[config.mk]
export PLATFORM = sky130hd
export DESIGN_NAME = serial_word_packer
export DESIGN_NICKNAME = d
export VERILOG_FILES = /design/src/rtl/serial_pkg.sv /design/src/rtl/packer_out_buf.sv /design/src/rtl/serial_word_packer.sv
export SDC_FILE = /design/constraint.sdc
export NUM_CORES = 1
export LEC_CHECK = 0
export ABC_AREA = 0
export CAP_MARGIN = 20
export CORE_MARGIN = 5
export CORE_UTILIZATION = 35
export CTS_CLUSTER_DIAMETER = 120
export DETAILED_ROUTE_END_ITERATION = 16
export DONT_BUFFER_PORTS = 1
export PLACE_DENSITY = 0.47
export SLEW_MARGIN = 20
export SYNTH_ARGS = -nofsm -noshare
export SYNTH_HDL_FRONTEND = slang
export SYNTH_SLANG_ARGS = --single-unit
[constraint.sdc]
create_clock -name clk -period 1.7 [get_ports clk]
set_input_delay 0.17 -clock clk [delete_from_list [all_inputs] [get_ports clk]]
set_output_delay 0.17 -clock clk [all_outputs]
set_load 0.1 [all_outputs]
[src/rtl/serial_pkg.sv]
// Shared types for the serial word packer: FSM state encoding and default word width.
package serial_pkg;

    typedef enum logic [1:0] {
        IDLE   = 2'd0,
        SHIFT  = 2'd1,
        PARITY = 2'd2
    } state_t;

    localparam int DEFAULT_WIDTH = 8;

endpackage

[src/rtl/packer_out_buf.sv]
// One-entry output register with valid/ready handshake; a word offered while a
// previous one is still waiting is dropped and flagged on drop.
module packer_out_buf
    import serial_pkg::*;
#(
    parameter int WIDTH = DEFAULT_WIDTH
) (
    input  logic             clk,
    input  logic             areset,
    input  logic             load,
    input  logic [WIDTH-1:0] din,
    output logic [WIDTH-1:0] out_data,
    output logic             out_valid,
    input  logic             out_ready,
    output logic             drop
);

    assign drop = load & out_valid & ~out_ready;

    always_ff @(posedge clk or negedge areset) begin
        if (!areset) begin
            out_data  <= '0;
            out_valid <= 1'b0;
        end else if (load && (!out_valid || out_ready)) begin
            out_data  <= din;
            out_valid <= 1'b1;
        end else if (out_valid && out_ready) begin
            out_valid <= 1'b0;
        end
    end

endmodule

[src/rtl/serial_word_packer.sv]
// Packs an LSB-first serial bit stream into WIDTH-bit words behind a one-entry output buffer.
// Optional macro PACKER_PARITY_EN adds an even-parity bit after each word and the parity_err port.
module serial_word_packer
    import serial_pkg::*;
#(
    parameter int WIDTH = DEFAULT_WIDTH
) (
    input  logic             clk,
    input  logic             areset,
    input  logic             x,
    input  logic             x_vld,
    input  logic             sof,
    output logic [WIDTH-1:0] out_data,
    output logic             out_valid,
    input  logic             out_ready,
    output logic             frame_err,
    output logic             overflow
`ifdef PACKER_PARITY_EN
    ,
    output logic             parity_err
`endif
);

    localparam int CW = (WIDTH > 2) ? $clog2(WIDTH) : 1;

    state_t           state, state_nxt;
    logic [CW-1:0]    cnt, cnt_nxt;
    logic [WIDTH-1:0] shreg, shreg_nxt;
    logic             ferr_nxt;
    logic             load;
    logic [WIDTH-1:0] din;
    logic             drop;
`ifdef PACKER_PARITY_EN
    logic             perr_nxt;
`endif

    always_ff @(posedge clk or negedge areset) begin
        if (!areset) begin
            state     <= IDLE;
            cnt       <= '0;
            shreg     <= '0;
            frame_err <= 1'b0;
            overflow  <= 1'b0;
`ifdef PACKER_PARITY_EN
            parity_err <= 1'b0;
`endif
        end else begin
            state     <= state_nxt;
            cnt       <= cnt_nxt;
            shreg     <= shreg_nxt;
            frame_err <= ferr_nxt;
            if (drop)
                overflow <= 1'b1;
`ifdef PACKER_PARITY_EN
            parity_err <= perr_nxt;
`endif
        end
    end

    always_comb begin
        state_nxt = state;
        cnt_nxt   = cnt;
        shreg_nxt = shreg;
        ferr_nxt  = 1'b0;
        load      = 1'b0;
        din       = shreg;
`ifdef PACKER_PARITY_EN
        perr_nxt  = 1'b0;
`endif
        // sof always restarts a word; mid-word it also discards the partial one
        if (x_vld && sof) begin
            ferr_nxt     = (state != IDLE);
            shreg_nxt    = '0;
            shreg_nxt[0] = x;
            cnt_nxt      = CW'(1);
            state_nxt    = SHIFT;
        end else if (x_vld) begin
            case (state)
                SHIFT: begin
                    shreg_nxt[cnt] = x;
                    if (cnt == CW'(WIDTH - 1)) begin
                        cnt_nxt = '0;
`ifdef PACKER_PARITY_EN
                        state_nxt = PARITY;
`else
                        state_nxt = IDLE;
                        load      = 1'b1;
                        din       = shreg_nxt;
`endif
                    end else begin
                        cnt_nxt = cnt + CW'(1);
                    end
                end
`ifdef PACKER_PARITY_EN
                PARITY: begin
                    state_nxt = IDLE;
                    if ((^shreg) ^ x)
                        perr_nxt = 1'b1;
                    else
                        load = 1'b1;
                end
`endif
                default: state_nxt = state;
            endcase
        end
    end

    packer_out_buf #(.WIDTH(WIDTH)) u_out_buf (
        .clk       (clk),
        .areset    (areset),
        .load      (load),
        .din       (din),
        .out_data  (out_data),
        .out_valid (out_valid),
        .out_ready (out_ready),
        .drop      (drop)
    );

endmodule

==> reports/results.txt <==
Proportion of total power due to net switching: 45.9%
Max clock buf depth: 2
# nets final: 126
Period Utilization, post-route: 90.8%
Rel. slew slack: 64.8%
H-tree depth: 1
Register share of total power: 41.2%
Switching component of the power: 755 uW
Tightest Pin Transition: 0.528 ns
Clock latency on the worst-skew pair: 0.31 ns
Power after layout: 1640 uW
Simple-Gate Fraction of Synth Area: 13.4%
Clock root buffer master: sky130_fd_sc_hd__clkbuf_4
Number of global-route vias before repair: 758
Biggest area consumer among synthesized cells: sky130_fd_sc_hd__dfrtp_1
Drt wl/cell: 14.4 um
Die area: 4310 um^2
Setup CP Type: reg2reg
Mapped Area: 1080 um^2
Post-layout worst setup margin: 0.157 ns
Total number of yosys warnings: 0
Async set-reset flop share out of synthesis: 100%
Crit path required time: 1.94 ns
Most common library cells after synthesis: sky130_fd_sc_hd__dfrtp_1, sky130_fd_sc_hd__mux2i_1, sky130_fd_sc_hd__inv_1, sky130_fd_sc_hd__nand2_1, sky130_fd_sc_hd__o21ai_0
Overall overflow remaining after global route: 0
Hold WS: 0.0212 ns
CTS tree: built
Count of pins on the block boundary: 17
Number of CTS-inserted buffers: 3
Count of buffers inserted at the top-level ports: 0
Combinational family with the most area after synthesis: multiplexers
Instance area at placement: 1210 um^2
Antenna violations before repair: 0
Half-perimeter wire length of the detailed placement result: 1.52 mm
Number of design rule violations left after detail routing: 0
Register bit count reported by yosys: 23
Syn_nets: 106
Worst IR drop on VDD: 0.497 mV
# Post-CTS Setup Buffers: 0
Outcome: finished clean
Design internal power: 888 uW
Die extent in y: 65.7 um
Clock-pin slew reported for the worst setup and hold paths after clock tree synthesis: 0.13 ns
Clock network power share: 15.8%
Initial DRC count: 18
Share of Yosys cell area claimed by the top area cell type: 53.1%
Critical Path AT: 1.79 ns
Core area: 3000 um^2
Setup-failing EPs final: 0
Comb power frac: 42.9%
Leading cell types by total area after synthesis: sky130_fd_sc_hd__dfrtp_1, sky130_fd_sc_hd__mux2i_1, sky130_fd_sc_hd__o21ai_0, sky130_fd_sc_hd__inv_1, sky130_fd_sc_hd__nand2_1
Clk sinks: 23
Detailed-route via count: 731
Clk_skew: 0.00318 ns
Layout overhead on the synthesized area: 18.3%
Type of the tightest min-delay check: in2reg
Largest net degree at the start of global routing: 24
Final WL: 2.15 mm
Sum of negative setup slack: 0 ns
CP startpoint kind: flip-flop
Number of inserted diodes: 0
Post-synthesis mux area share: 14.8%
Type of element capturing the critical path: flip-flop
Number of resized instances in the post-cts repair step: 0
Weighted congestion reported at the end of routability-driven placement: 0.712
Die W: 65.7 um
Slew Viols, Final: 0
Clock period minus final worst setup slack: 1.54 ns
Synth Area in Compound Gates: 9.92%
Number of flops mapped to enable cells by yosys: 0
TritonRoute pass-1 iters: 4
Count of hold-fix buffers inserted at cts: 3
Worst slack at placement: 0.193 ns
Leakage power figure: 0.000627 uW
Total routing usage reported by global routing: 11.6%
Post-synthesis cell type count: 26
Adder-cell area share of the yosys netlist: 2.31%
Global-route wire length before repair: 3.80 mm
Share of the yosys chip area belonging to registers: 53.1%
Cell count after synthesis: 98
Max-cap violation count: 0
Mean instance size in the synthesized netlist: 11.1 um^2
Total power divided by cell area: 1280 nW/um^2
Fraction of layout instances using a drive strength above 1: 22.2%
Post-synthesis xor/xnor area fraction: 0%
Most used standard cell by instance count after synthesis: sky130_fd_sc_hd__dfrtp_1
Critical path fanouts, max: 10
Number of failing hold endpoints at the final stage: 0
Design Area, Final: 1280 um^2
Starting utilization of the core area: 36.1%
Vias per inst: 4.87
Predominant post-synthesis flop cell: sky130_fd_sc_hd__dfrtp_1
Remaining antenna violation count: 0
Achievable clock frequency: 648 MHz
Standard-cell row count: 20
RSZ-0062 raised after global routing: false
-- registers in the layout, summed over array words and instances, names as in the netlist --
name and cells:
u_out_buf.out_valid 1, cnt 3, u_out_buf.out_data 8, state 1, frame_err 1, shreg 8
overflow 1
-- path summary, 6_finish.rpt --
check	from	end	slack [ns]	cells past startpoint
min	sof	cnt[0]	0.02	2
min reg2reg	shreg[2]	shreg[2]	0.50	2
max reg2reg	cnt[2]	u_out_buf.out_data[4]	0.16	4
max in group asynchronous	areset	u_out_buf.out_data[5]	1.00	2
min in group asynchronous	areset	u_out_buf.out_data[1]	0.35	2
max	cnt[2]	u_out_buf.out_data[4]	0.16	4
-- final cells by class --
cell class	instances	area (um^2)
inverters	10	37.5
well taps	33	41.3
multi-input cells	59	438
repair buffers	21	165
fillers	304	1720
clock buffers	4	26.3
flip-flops and latches	23	576
-- power by group through the flow --
stage | Combinational (uW) | Clock, uW | Sequential (uW)
after floorplan | 173 | 0 | 1070
after global placement | 690 | 0 | 685
after detailed placement | 693 | 0 | 688
after CTS | 711 | 273 | 679
after global routing | 746 | 293 | 693
final | 705 | 260 | 678
-- metrics by stage --
step	std cells	util, %
6_report	150	42.8
5_1_grt	150	42.8
4_1_cts	148	42.3
3_5_place_dp	141	40.4
3_3_place_gp	141	40.4
2_1_floorplan	98	-
-- worst max-delay path, stage by stage (launching register included) --
cell,delay [ns]
sky130_fd_sc_hd__dfrtp_1,0.52
sky130_fd_sc_hd__ha_1,0.29
sky130_fd_sc_hd__nor4b_2,0.26
sky130_fd_sc_hd__buf_4,0.21
sky130_fd_sc_hd__mux2i_1,0.20
-- cells by family after synthesis --
logic type	Yosys count
simple gates	25
flops	23
compound gates	16
buf+inv	16
mux	16
fa+ha+maj	2
-- layout by cell type, fill, tap and decap left out --
cell type and n:
sky130_fd_sc_hd__dlygate4sd3_1 4, sky130_fd_sc_hd__buf_2 1, sky130_fd_sc_hd__o21ai_0 8, sky130_fd_sc_hd__a22o_1 2
sky130_fd_sc_hd__nand3_1 1, sky130_fd_sc_hd__dfrtp_1 23, sky130_fd_sc_hd__a22o_2 1, sky130_fd_sc_hd__nor3b_1 4
sky130_fd_sc_hd__nor2b_1 1, sky130_fd_sc_hd__nand3b_1 3, sky130_fd_sc_hd__nor3_1 1, sky130_fd_sc_hd__a21oi_1 1
sky130_fd_sc_hd__clkbuf_4 3, sky130_fd_sc_hd__nor2_1 1, sky130_fd_sc_hd__and3_2 1, sky130_fd_sc_hd__o21ai_2 1
sky130_fd_sc_hd__nand2_1 10, sky130_fd_sc_hd__a32o_1 1, sky130_fd_sc_hd__or2_0 1, sky130_fd_sc_hd__a31o_2 1
sky130_fd_sc_hd__buf_4 16, sky130_fd_sc_hd__inv_1 10, sky130_fd_sc_hd__nor4b_2 1, sky130_fd_sc_hd__mux2i_1 16
sky130_fd_sc_hd__ha_1 2, sky130_fd_sc_hd__a21o_1 1, sky130_fd_sc_hd__nand2_2 1, sky130_fd_sc_hd__clkbuf_1 1
-- layer usage --
layer	part of all wire (%)	GRT usage, %	up-vias
met5	0	0	-
li1	-	-	370
met4	0.98	4.66	0
met2	45	17.8	13
met1	50	16.0	346
met3	3.9	2.39	2
(Power assumes the default switching activity.)
